--- src/rtl/ssp_pkg.sv ---
// Shared SSP constants, used by both the transmit and receive FIFOs.
package ssp_pkg;

  localparam int unsigned SSP_TXFIFO_DEPTH = 8;
  localparam int unsigned SSP_DATA_WIDTH   = 16;

endpackage : ssp_pkg

--- src/rtl/ssp_fifo_ram.sv ---
// Register-array storage for the SSP FIFOs.
// Ports:
//   clk_i      - write clock (rising edge)
//   we_i       - write enable
//   waddr_i    - write address
//   wdata_i    - write data
//   raddr_i    - read address
//   rdata_o    - read data, asynchronous (combinational from raddr_i)
// The array has no reset; the owning FIFO qualifies its output with its own
// pointer and level state.
module ssp_fifo_ram #(
  parameter int unsigned Depth = 8,
  parameter int unsigned Width = 16,
  parameter int unsigned Aw    = 3
) (
  input  logic             clk_i,
  input  logic             we_i,
  input  logic [Aw-1:0]    waddr_i,
  input  logic [Width-1:0] wdata_i,
  input  logic [Aw-1:0]    raddr_i,
  output logic [Width-1:0] rdata_o
);

  logic [Width-1:0] mem_q [Depth];

  always_ff @(posedge clk_i) begin
    if (we_i) begin
      mem_q[waddr_i] <= wdata_i;
    end
  end

  assign rdata_o = mem_q[raddr_i];

endmodule : ssp_fifo_ram

--- src/rtl/ssp_tx_fifo.sv ---
// SSP transmit FIFO: first-word-fall-through, DEPTH x WIDTH.
// Written from the APB data register path, drained by the serializer (TxRd)
// in functional mode or by the test block (TestTXFInc) when TESTFIFO=1.
// Ports:
//   PCLK, PRESETn  - APB clock, asynchronous active-low reset
//   PWDATAIn       - push data
//   SSPDRWr        - push strobe
//   TxRd           - functional pop strobe
//   TESTFIFO       - selects TestTXFInc as the pop source
//   TestTXFInc     - test pop strobe
//   TxFData        - head-of-FIFO data, 0 when empty
//   TxFEmpty, TxFFull, TxFHalfOrLess - status flags from the registered level
//   TxFLevel       - occupancy 0..DEPTH
module ssp_tx_fifo
  import ssp_pkg::*;
#(
  parameter int unsigned DEPTH = SSP_TXFIFO_DEPTH,
  parameter int unsigned WIDTH = SSP_DATA_WIDTH,
  parameter int unsigned AW    = $clog2(DEPTH)
) (
  input  logic             PCLK,
  input  logic             PRESETn,
  input  logic [WIDTH-1:0] PWDATAIn,
  input  logic             SSPDRWr,
  input  logic             TxRd,
  input  logic             TESTFIFO,
  input  logic             TestTXFInc,
  output logic [WIDTH-1:0] TxFData,
  output logic             TxFEmpty,
  output logic             TxFFull,
  output logic             TxFHalfOrLess,
  output logic [AW:0]      TxFLevel
);

  localparam logic [AW:0] LevelFull = (AW+1)'(DEPTH);
  localparam logic [AW:0] LevelHalf = (AW+1)'(DEPTH / 2);

  logic [AW-1:0]    wptr_q, wptr_d;
  logic [AW-1:0]    rptr_q, rptr_d;
  logic [AW:0]      level_q, level_d;
  logic             pop;
  logic             push_ok;
  logic             pop_ok;
  logic [WIDTH-1:0] rd_data;

  // The unselected pop source is ignored entirely.
  assign pop = TESTFIFO ? TestTXFInc : TxRd;

  // Acceptance uses only the pre-edge flags, so full+push+pop pops only and
  // empty+push+pop pushes only.
  assign push_ok = SSPDRWr & ~TxFFull;
  assign pop_ok  = pop & ~TxFEmpty;

  always_comb begin
    wptr_d  = wptr_q;
    rptr_d  = rptr_q;
    level_d = level_q;
    if (push_ok) begin
      wptr_d = wptr_q + AW'(1);
    end
    if (pop_ok) begin
      rptr_d = rptr_q + AW'(1);
    end
    unique case ({push_ok, pop_ok})
      2'b10:   level_d = level_q + (AW+1)'(1);
      2'b01:   level_d = level_q - (AW+1)'(1);
      default: level_d = level_q;
    endcase
  end

  always_ff @(posedge PCLK or negedge PRESETn) begin
    if (!PRESETn) begin
      wptr_q  <= '0;
      rptr_q  <= '0;
      level_q <= '0;
    end else begin
      wptr_q  <= wptr_d;
      rptr_q  <= rptr_d;
      level_q <= level_d;
    end
  end

  ssp_fifo_ram #(
    .Depth (DEPTH),
    .Width (WIDTH),
    .Aw    (AW)
  ) u_ram (
    .clk_i   (PCLK),
    .we_i    (push_ok),
    .waddr_i (wptr_q),
    .wdata_i (PWDATAIn),
    .raddr_i (rptr_q),
    .rdata_o (rd_data)
  );

  assign TxFEmpty      = (level_q == '0);
  assign TxFFull       = (level_q == LevelFull);
  assign TxFHalfOrLess = (level_q <= LevelHalf);
  assign TxFLevel      = level_q;
  // Masking hides stale array contents after reset or drain.
  assign TxFData       = TxFEmpty ? '0 : rd_data;

endmodule : ssp_tx_fifo
--- config.mk ---
export PLATFORM = sky130hd
export DESIGN_NAME = ssp_tx_fifo
export DESIGN_NICKNAME = d
export VERILOG_FILES = /design/src/rtl/ssp_pkg.sv /design/src/rtl/ssp_fifo_ram.sv /design/src/rtl/ssp_tx_fifo.sv
export SDC_FILE = /design/constraint.sdc
export NUM_CORES = 1
export LEC_CHECK = 0
export BUFFER_PORTS_ARGS = -buffer_cell sky130_fd_sc_hd__buf_2
export CAP_MARGIN = 20
export CELL_PAD_IN_SITES_DETAIL_PLACEMENT = 0
export CELL_PAD_IN_SITES_GLOBAL_PLACEMENT = 1
export CORE_UTILIZATION = 56
export DETAILED_ROUTE_END_ITERATION = 7
export GPL_TIMING_DRIVEN = 0
export PLACE_DENSITY = 0.84
export SYNTH_ARGS = -nofsm -noshare
export SYNTH_HDL_FRONTEND = slang
export SYNTH_SLANG_ARGS = --single-unit
export TNS_END_PERCENT = 1
--- constraint.sdc ---
create_clock -name PCLK -period 4.25 [get_ports PCLK]
set_input_delay 0.85 -clock PCLK [delete_from_list [all_inputs] [get_ports PCLK]]
set_output_delay 0.85 -clock PCLK [all_outputs]
set_load 0.1 [all_outputs]
==> results of run 1 <==
==> metrics by stage <==
step	hold WS (ns)	instance area, µm²	utilization, %	cells	worst slack, ns
CTS	0.1705	6614	70.57	480	0.7797
floorplan	0.4846	5508	-	267	0.3436
global placement	0.5110	5889	62.84	440	0.2756
detailed placement	0.5148	6032	64.37	448	1.338
finish	0.1757	6614	70.57	480	0.8160
global route	0.1814	6614	70.57	480	0.6776
==> routing by layer <==
metal	global-route usage, %	vias up	routed length (µm)
met5	0	-	0
li1	-	1216	-
met3	4.646	10	532
met2	39.46	88	5503
met4	8.919	0	92
met1	29.36	1422	4114
==> worst min-delay path by stage <==
| stage | to | slack (ns) | cells past startpoint |
|---|---|---|---|
| 3_3_place_gp | wptr_q[0] | 0.51 | 2 |
| 6_report | TxFLevel[0] | 0.18 | 1 |
| 5_1_grt | TxFLevel[0] | 0.18 | 1 |
| 2_1_floorplan | wptr_q[0] | 0.48 | 2 |
| 3_5_place_dp | wptr_q[0] | 0.51 | 2 |
| 4_1_cts | TxFLevel[3] | 0.17 | 1 |
==> synthesized netlist by cell type, types with 2 or more instances <==
master / instances
sky130_fd_sc_hd__buf_1: 2
sky130_fd_sc_hd__buf_2: 6
sky130_fd_sc_hd__buf_6: 4
sky130_fd_sc_hd__dfrtp_1: 10
sky130_fd_sc_hd__edfxtp_1: 128
sky130_fd_sc_hd__ha_1: 5
sky130_fd_sc_hd__mux2i_1: 17
sky130_fd_sc_hd__mux4_2: 32
sky130_fd_sc_hd__nand2_1: 9
sky130_fd_sc_hd__nand2b_1: 3
sky130_fd_sc_hd__nor2_1: 24
sky130_fd_sc_hd__nor2b_1: 3
sky130_fd_sc_hd__nor3_1: 2
sky130_fd_sc_hd__xnor2_1: 3
sky130_fd_sc_hd__xor2_1: 5
==> kinds of logic after synthesis <==
group | share of synthesized area [%]
flops | 74.45
mux | 16.68
simple gates | 4.232
buf+inv | 1.706
xor+xnor | 1.274
compound gates | 0.5232
fa+ha+maj | 1.138
==> layout make-up <==
cell class	count	area [µm²]	area share (%)
clock buffers	17	414.1	6.262
flip-flops and latches	138	4094	61.90
repair buffers	52	337.8	5.108
multi-input cells	115	1345	20.34
plain buffers	13	90.09	1.362
well taps	129	161.4	2.440
clock inverters	15	167.7	2.535
inverters	1	3.754	0.05675
==> worst register-to-register path, stage by stage (launching register included) <==
cell and delay (ns):
sky130_fd_sc_hd__dfrtp_1 0.51, sky130_fd_sc_hd__nor4_4 0.65, sky130_fd_sc_hd__nor2_2 0.19, sky130_fd_sc_hd__ha_1 0.30
sky130_fd_sc_hd__xor2_1 0.17, sky130_fd_sc_hd__ha_1 0.18, sky130_fd_sc_hd__a21oi_1 0.14, sky130_fd_sc_hd__xor2_1 0.18
sky130_fd_sc_hd__nor2_1 0.07, sky130_fd_sc_hd__xor2_1 0.14
==> sequential cells by signal (all words and copies together), names as in the netlist <==
register and flops:
TxFLevel 4, rptr_q 3, u_ram.mem_q 128, wptr_q 3
==> impl_table.tex, run 1 <==
\begin{tabular}{lr}
\hline
Metric & Value \\
\hline
\multicolumn{2}{l}{\textbf{Outcome}} \\
\quad Result of the run & completed \\
\multicolumn{2}{l}{\textbf{Clocking}} \\
\quad Number of levels the H-tree was split into & 4 \\
\quad Clock tree sinks & $\sim$140 \\
\quad Clock-pin transition on the worst setup and hold timing paths & roughly 0.070 ns \\
\quad Post-CTS setup buffer count & 0 \\
\quad Cell chosen for the clock root & sky130\_fd\_sc\_hd\_\_clkbuf\_8 \\
\quad Clock buffer depth & 2 \\
\quad Clock tree from TritonCTS & done \\
\quad Clock buffers created by TritonCTS & 17 \\
\quad Count of instances resized after the clock tree is built & 0 \\
\quad Clk Latency, worst-skew pair & $\sim$0.53 ns \\
\quad \# hold bufs at CTS & 0 \\
\multicolumn{2}{l}{\textbf{Placement}} \\
\quad Count of input and output buffers & 44 \\
\quad GP Congestion & 0.6851 \\
\quad Detail Placement HPWL & a little under 7000 µm \\
\multicolumn{2}{l}{\textbf{Die}} \\
\quad Starting density of the core & around three fifths \\
\quad Die outline area & a little over 10000 µm² \\
\quad Std-Cell Core Area & roughly 9400 µm² \\
\quad Horiz. Die Dim & 101.1 µm \\
\quad Die boundary height & between 100 and 150 µm \\
\quad Site row count & 35 \\
\quad Count of boundary I/O pins & 45 \\
\multicolumn{2}{l}{\textbf{Finish}} \\
\quad Number of fill cells & 607 \\
\quad Highest-count cells in the layout ignoring fill and taps & 128 x sky130\_fd\_sc\_hd\_\_edfxtp\_1, 50 x sky130\_fd\_sc\_hd\_\_buf\_2, 32 x sky130\_fd\_sc\_hd\_\_mux4\_2 \\
\quad Commonest non-fill, non-tap cell in the layout & sky130\_fd\_sc\_hd\_\_edfxtp\_1 \\
\quad Number of nets in the layout & between 300 and 400 \\
\quad Layout cells sized above 1 & between 40\% and 50\% \\
\quad Number of diodes & 0 \\
\quad Post-synthesis to final-layout area growth & 20.27\% \\
\multicolumn{2}{l}{\textbf{Routing}} \\
\quad Total wirelength of the detailed-routed design & about 10000 µm \\
\quad Drt first pass iters & 4 \\
\quad Detail-routed net length per standard cell & 21.34 µm \\
\quad Drt drc & 0 \\
\quad Antenna-violating nets left & 0 \\
\quad Initial DRC count & 140 \\
\quad Avg Vias per Cell & 5.700 \\
\quad Vias after detailed routing & about 2700 \\
\multicolumn{2}{l}{\textbf{STA}} \\
\quad Post-Route Skew & approximately 0.012 ns \\
\quad RSZ-0062 raised after global routing & false \\
\quad Tmin final & $\sim$3.4 ns \\
\quad Max transition margin & between 30\% and 40\% \\
\quad Ratio of final minimum period to clock period & between 80\% and 90\% \\
\quad Transition at the pin with the smallest max-transition slack & approximately 0.9 ns \\
\quad Final slew viol count & 0 \\
\quad Final setup TNS & 0 ns \\
\quad Count of endpoints failing hold in the final timing report & 0 \\
\quad Setup violation total in the final timing report & 0 \\
\quad Max frequency & 291.2 MHz \\
\multicolumn{2}{l}{\textbf{Yosys}} \\
\quad Syn. warnings & 0 \\
\quad Most common flop cell mapped by yosys & sky130\_fd\_sc\_hd\_\_edfxtp\_1 \\
\quad Share of synthesized area occupied by flip-flops and latches & around three quarters \\
\quad Mapped Nets & 294 \\
\quad Yosys top cell area share & 69.90\% \\
\quad Cell type with the highest aggregate area in the netlist & sky130\_fd\_sc\_hd\_\_edfxtp\_1 \\
\quad Distinct cell type count after synthesis & 29 \\
\quad Synthesized instance count & between 200 and 300 \\
\quad Async set-or-reset flop fraction in the synthesized netlist & approximately 7.2\% \\
\quad EDFF count, synth & about 130 \\
\quad Synthesized cell area & roughly 5500 µm² \\
\quad \#FFs+latches synth & approximately 140 \\
\quad Post-Syn Area per Cell & slightly above 20 µm² \\
\quad Synth top area cells & sky130\_fd\_sc\_hd\_\_edfxtp\_1 70\%, sky130\_fd\_sc\_hd\_\_mux4\_2 13\%, sky130\_fd\_sc\_hd\_\_dfrtp\_1 4.6\% \\
\multicolumn{2}{l}{\textbf{Setup path}} \\
\quad Element type at the critical path end & primary output \\
\quad Cells on worst reg2reg path & 9 \\
\quad Reg-to-reg slack, setup & 1.61 ns \\
\quad Arrival time at the worst endpoint & 2.58 ns \\
\quad Cell with the largest stage delay on the worst path & sky130\_fd\_sc\_hd\_\_nor4\_4 \\
\quad Worst setup path category & register to primary output \\
\quad Data required time of the critical path & $\sim$3.4 ns \\
\quad Start point of the critical path & TxFLevel[0] \\
\quad Delay of the slowest cell on the worst path & around 0.65 ns \\
\quad Termination of the worst setup path & TxFEmpty \\
\quad Worst-path cell chain & nor4\_4 -> buf\_2 -> buf\_2 \\
\quad Largest driver fanout on the critical path & 10 \\
\quad Depth of the critical timing path with buffers and inverters included & 3 \\
\quad Critical Path Start Type & register \\
\quad R2R Path End & TxFLevel[2] \\
\quad Most common cell on crit path & sky130\_fd\_sc\_hd\_\_buf\_2 \\
\quad Origin of the critical flop-to-flop path & TxFLevel[0] \\
\quad CP bufs+invs & 2 \\
\quad Top cell family by delay on the critical path & buffers and inverters \\
\multicolumn{2}{l}{\textbf{Global route}} \\
\quad Vias in the first global route & 2844 \\
\quad Overflow left after global routing & 0 \\
\quad Largest net degree at the start of global routing & 17 \\
\quad Combined global-route utilization of all metal layers & 23.09\% \\
\quad Global-route wire length before repair & around 16000 µm \\
\quad Initial antenna violation count & 0 \\
\multicolumn{2}{l}{\textbf{Worst hold path}} \\
\quad Worst hold path class & primary input to async pin \\
\multicolumn{2}{l}{\textbf{Flow run}} \\
\quad Number of violations of the max-capacitance limit & 0 \\
\hline
\end{tabular}
Power of run 1 is not shown: default switching activity piles up to over one toggle a cycle in this logic, so the estimate is an artifact.
==> run 2: changes to the inputs <==
- CORE_UTILIZATION: 56 -> 52
- PLACE_DENSITY: 0.84 -> 0.79
- clock period: 4.25 -> 3.4 ns (I/O delays scaled with it)
==> run 2 against run 1 <==
Compared with the run above:
- register-to-register slack worse by 0.87 ns
- setup slack worse by 0.68 ns
- critical path depth stayed put
- design area is 0.30% lower
- clock skew is 0.00084 ns lower
- hold slack better by 0.25 ns
- via count is 0.77% higher
==> impl_table.tex, run 2 (same netlist as run 1, synthesis figures left out) <==
\begin{tabular}{lr}
\hline
Metric & Value \\
\hline
\multicolumn{2}{l}{\textbf{STA}} \\
\quad RSZ-0062 raised after global routing & false (unchanged) \\
\quad Final setup TNS & 0 ns (unchanged) \\
\quad Setup violation total in the final timing report & 0 (unchanged) \\
\quad Count of endpoints failing hold in the final timing report & 0 (unchanged) \\
\quad Ratio of final minimum period to clock period & between 90\% and 100\% \\
\quad Tmin final & 3.266 ns \\
\quad Post-route worst hold slack & 0.4217 ns (was 0.1757 ns) \\
\quad Final slew viol count & 0 (unchanged) \\
\quad Max transition margin & 42.92\% (was 39.39\%) \\
\quad Transition at the pin with the smallest max-transition slack & 0.8515 ns (was 0.9042 ns) \\
\quad Max frequency & about 310 MHz \\
\quad Post-Route Skew & 0.01138 ns (was 0.01222 ns) \\
\multicolumn{2}{l}{\textbf{Routing}} \\
\quad Total wirelength of the detailed-routed design & 10200 µm (was 10240 µm) \\
\quad Antenna-violating nets left & 0 (unchanged) \\
\quad Initial DRC count & 227 (was 140) \\
\quad Detail-routed net length per standard cell & 20.91 µm (was 21.34 µm) \\
\quad Vias after detailed routing & 2757 (was 2736) \\
\quad Drt first pass iters & 4 (unchanged) \\
\quad Drt drc & 0 (unchanged) \\
\quad Avg Vias per Cell & 5.650 (was 5.700) \\
\multicolumn{2}{l}{\textbf{Finish}} \\
\quad Total non-filler cell area in the finished layout & 6594 µm² (was 6614 µm²) \\
\quad Number of nets in the layout & 366 (was 365) \\
\quad Number of fill cells & 718 (was 607) \\
\quad Post-synthesis to final-layout area growth & 19.91\% (was 20.27\%) \\
\quad Number of diodes & 0 (unchanged) \\
\quad Layout cells sized above 1 & 39.77\% (was 40.17\%) \\
\quad Number of flip-flops under the largest register name & 128 (unchanged) \\
\quad Commonest non-fill, non-tap cell in the layout & sky130\_fd\_sc\_hd\_\_edfxtp\_1 (unchanged) \\
\quad Most flops, register & u\_ram.mem\_q (unchanged) \\
\quad Highest-count cells in the layout ignoring fill and taps & 128 x sky130\_fd\_sc\_hd\_\_edfxtp\_1, 50 x sky130\_fd\_sc\_hd\_\_buf\_2, 32 x sky130\_fd\_sc\_hd\_\_mux4\_2 (unchanged) \\
\multicolumn{2}{l}{\textbf{Setup path}} \\
\quad Depth of the critical timing path with buffers and inverters included & 3 (unchanged) \\
\quad Element type at the critical path end & primary output (unchanged) \\
\quad Reg-to-reg slack, setup & 0.74 ns (was 1.61 ns) \\
\quad Origin of the critical flop-to-flop path & TxFLevel[0] (unchanged) \\
\quad Most common cell on crit path & sky130\_fd\_sc\_hd\_\_buf\_2 (unchanged) \\
\quad Cell with the largest stage delay on the worst path & sky130\_fd\_sc\_hd\_\_nor4\_4 (unchanged) \\
\quad CP bufs+invs & 2 (unchanged) \\
\quad Top cell family by delay on the critical path & buffers and inverters (unchanged) \\
\quad Start point of the critical path & TxFLevel[0] (unchanged) \\
\quad Delay of the slowest cell on the worst path & 0.68 ns (was 0.65 ns) \\
\quad R2R Path End & TxFLevel[2] (unchanged) \\
\quad Data required time of the critical path & 2.72 ns (was 3.40 ns) \\
\quad Cells on worst reg2reg path & 9 (unchanged) \\
\quad Worst-path cell chain & nor4\_4 -> buf\_2 -> buf\_2 (unchanged) \\
\quad Worst setup path category & register to primary output (unchanged) \\
\quad Largest driver fanout on the critical path & 10 (unchanged) \\
\quad Critical Path Start Type & register (unchanged) \\
\quad Arrival time at the worst endpoint & 2.59 ns (was 2.58 ns) \\
\multicolumn{2}{l}{\textbf{Outcome}} \\
\quad Result of the run & completed (unchanged) \\
\multicolumn{2}{l}{\textbf{Worst hold path}} \\
\quad Hold path endpoint & u\_ram.mem\_q[4][15] \\
\quad Number of instances on the worst hold path & 1 \\
\quad Worst hold path class & primary input to register (was primary input to async pin) \\
\quad Start point of the worst min-delay path & PWDATAIn[15] \\
\multicolumn{2}{l}{\textbf{Clocking}} \\
\quad Count of instances resized after the clock tree is built & 0 (unchanged) \\
\quad Clock tree sinks & 138 (unchanged) \\
\quad Clock-pin transition on the worst setup and hold timing paths & 0.06 ns (was 0.07 ns) \\
\quad Clock buffers created by TritonCTS & 17 (unchanged) \\
\quad Cell chosen for the clock root & sky130\_fd\_sc\_hd\_\_clkbuf\_8 (unchanged) \\
\quad Number of levels the H-tree was split into & 4 (unchanged) \\
\quad Clock tree from TritonCTS & done (unchanged) \\
\quad Post-CTS setup buffer count & 0 (unchanged) \\
\quad Clock buffer depth & 2 (unchanged) \\
\quad Clk Latency, worst-skew pair & 0.53 ns (about the same) \\
\multicolumn{2}{l}{\textbf{Die}} \\
\quad Horiz. Die Dim & 104.8 µm (was 101.1 µm) \\
\quad Die boundary height & 104.8 µm (was 101.1 µm) \\
\quad Starting density of the core & 53.51\% (was 58.68\%) \\
\quad Die outline area & 10990 µm² (was 10220 µm²) \\
\quad Count of boundary I/O pins & 45 (unchanged) \\
\quad Site row count & 37 (was 35) \\
\quad Std-Cell Core Area & 10280 µm² (was 9371 µm²) \\
\multicolumn{2}{l}{\textbf{Placement}} \\
\quad Cell Area, Placed & 6043 µm² (was 6032 µm²) \\
\quad GP Congestion & 0.6771 (was 0.6851) \\
\quad Detail Placement HPWL & 6673 µm (was 6752 µm) \\
\quad Count of input and output buffers & 44 (unchanged) \\
\multicolumn{2}{l}{\textbf{Global route}} \\
\quad Overflow left after global routing & 0 (unchanged) \\
\quad Combined global-route utilization of all metal layers & 20.84\% (was 23.09\%) \\
\quad Vias in the first global route & 2796 (was 2844) \\
\quad Global-route wire length before repair & 15830 µm (was 16040 µm) \\
\quad Largest net degree at the start of global routing & 17 (unchanged) \\
\quad Initial antenna violation count & 0 (unchanged) \\
\multicolumn{2}{l}{\textbf{Flow run}} \\
\quad Number of violations of the max-capacitance limit & 0 (unchanged) \\
\hline
\end{tabular}
## run 2: cell types whose count changed in the layout (fill, tap and decap cells not counted)
cell,previous run,this run
sky130_fd_sc_hd__buf_16,1,0
sky130_fd_sc_hd__clkinv_2,0,4
sky130_fd_sc_hd__clkinv_1,0,1
sky130_fd_sc_hd__buf_8,3,8
sky130_fd_sc_hd__clkinv_8,1,0
sky130_fd_sc_hd__inv_8,3,0
sky130_fd_sc_hd__dlygate4sd3_1,0,1
sky130_fd_sc_hd__inv_6,9,3
sky130_fd_sc_hd__buf_6,8,4
sky130_fd_sc_hd__clkinvlp_4,0,5
## run 2: how the worst max path moves through the flow
stage               slack, ns            endpoint
finish                   0.13            TxFEmpty
global route            0.003            TxFEmpty
CTS                      0.08            TxFEmpty
detailed placement       0.65            TxFEmpty
global placement        -0.39  u_ram.mem_q[0][10]
floorplan               -0.34         TxFData[10]
## run 2: stage by stage
stage / cells / setup slack [ns] / util (%)
floorplan: 267 / -0.3364 / -
global placement: 447 / -0.3904 / 57.39
detailed placement: 455 / 0.6508 / 58.80
CTS: 488 / 0.07719 / 64.16
global route: 488 / 0.003287 / 64.16
finish: 488 / 0.1337 / 64.16
## run 2: what timing repair did
action | CTS | global route
hold endpoints to repair | 10 | 0
hold buffers | 1 | 0
setup endpoints to repair | 0 | 0
## run 2: layout make-up
type	instances	area [µm²]	area share [%]
flip-flops and latches	138	4094	62.09
multi-input cells	115	1345	20.40
clock buffers	17	414.1	6.281
repair buffers	53	350.3	5.313
well taps	136	170.2	2.581
clock inverters	15	126.4	1.917
plain buffers	13	90.09	1.366
inverters	1	3.754	0.05693
## run 2: metal layers
| layer | GRT usage [%] | share of wire (%) | vias to the layer above |
|---|---|---|---|
| met5 | 0 | 0 | - |
| met4 | 10.87 | 2.1 | 0 |
| met3 | 6.862 | 5.4 | 19 |
| met2 | 32.45 | 50 | 99 |
| met1 | 26.25 | 42 | 1426 |
| li1 | - | - | 1213 |
Power of run 2 is left out for the same reason.
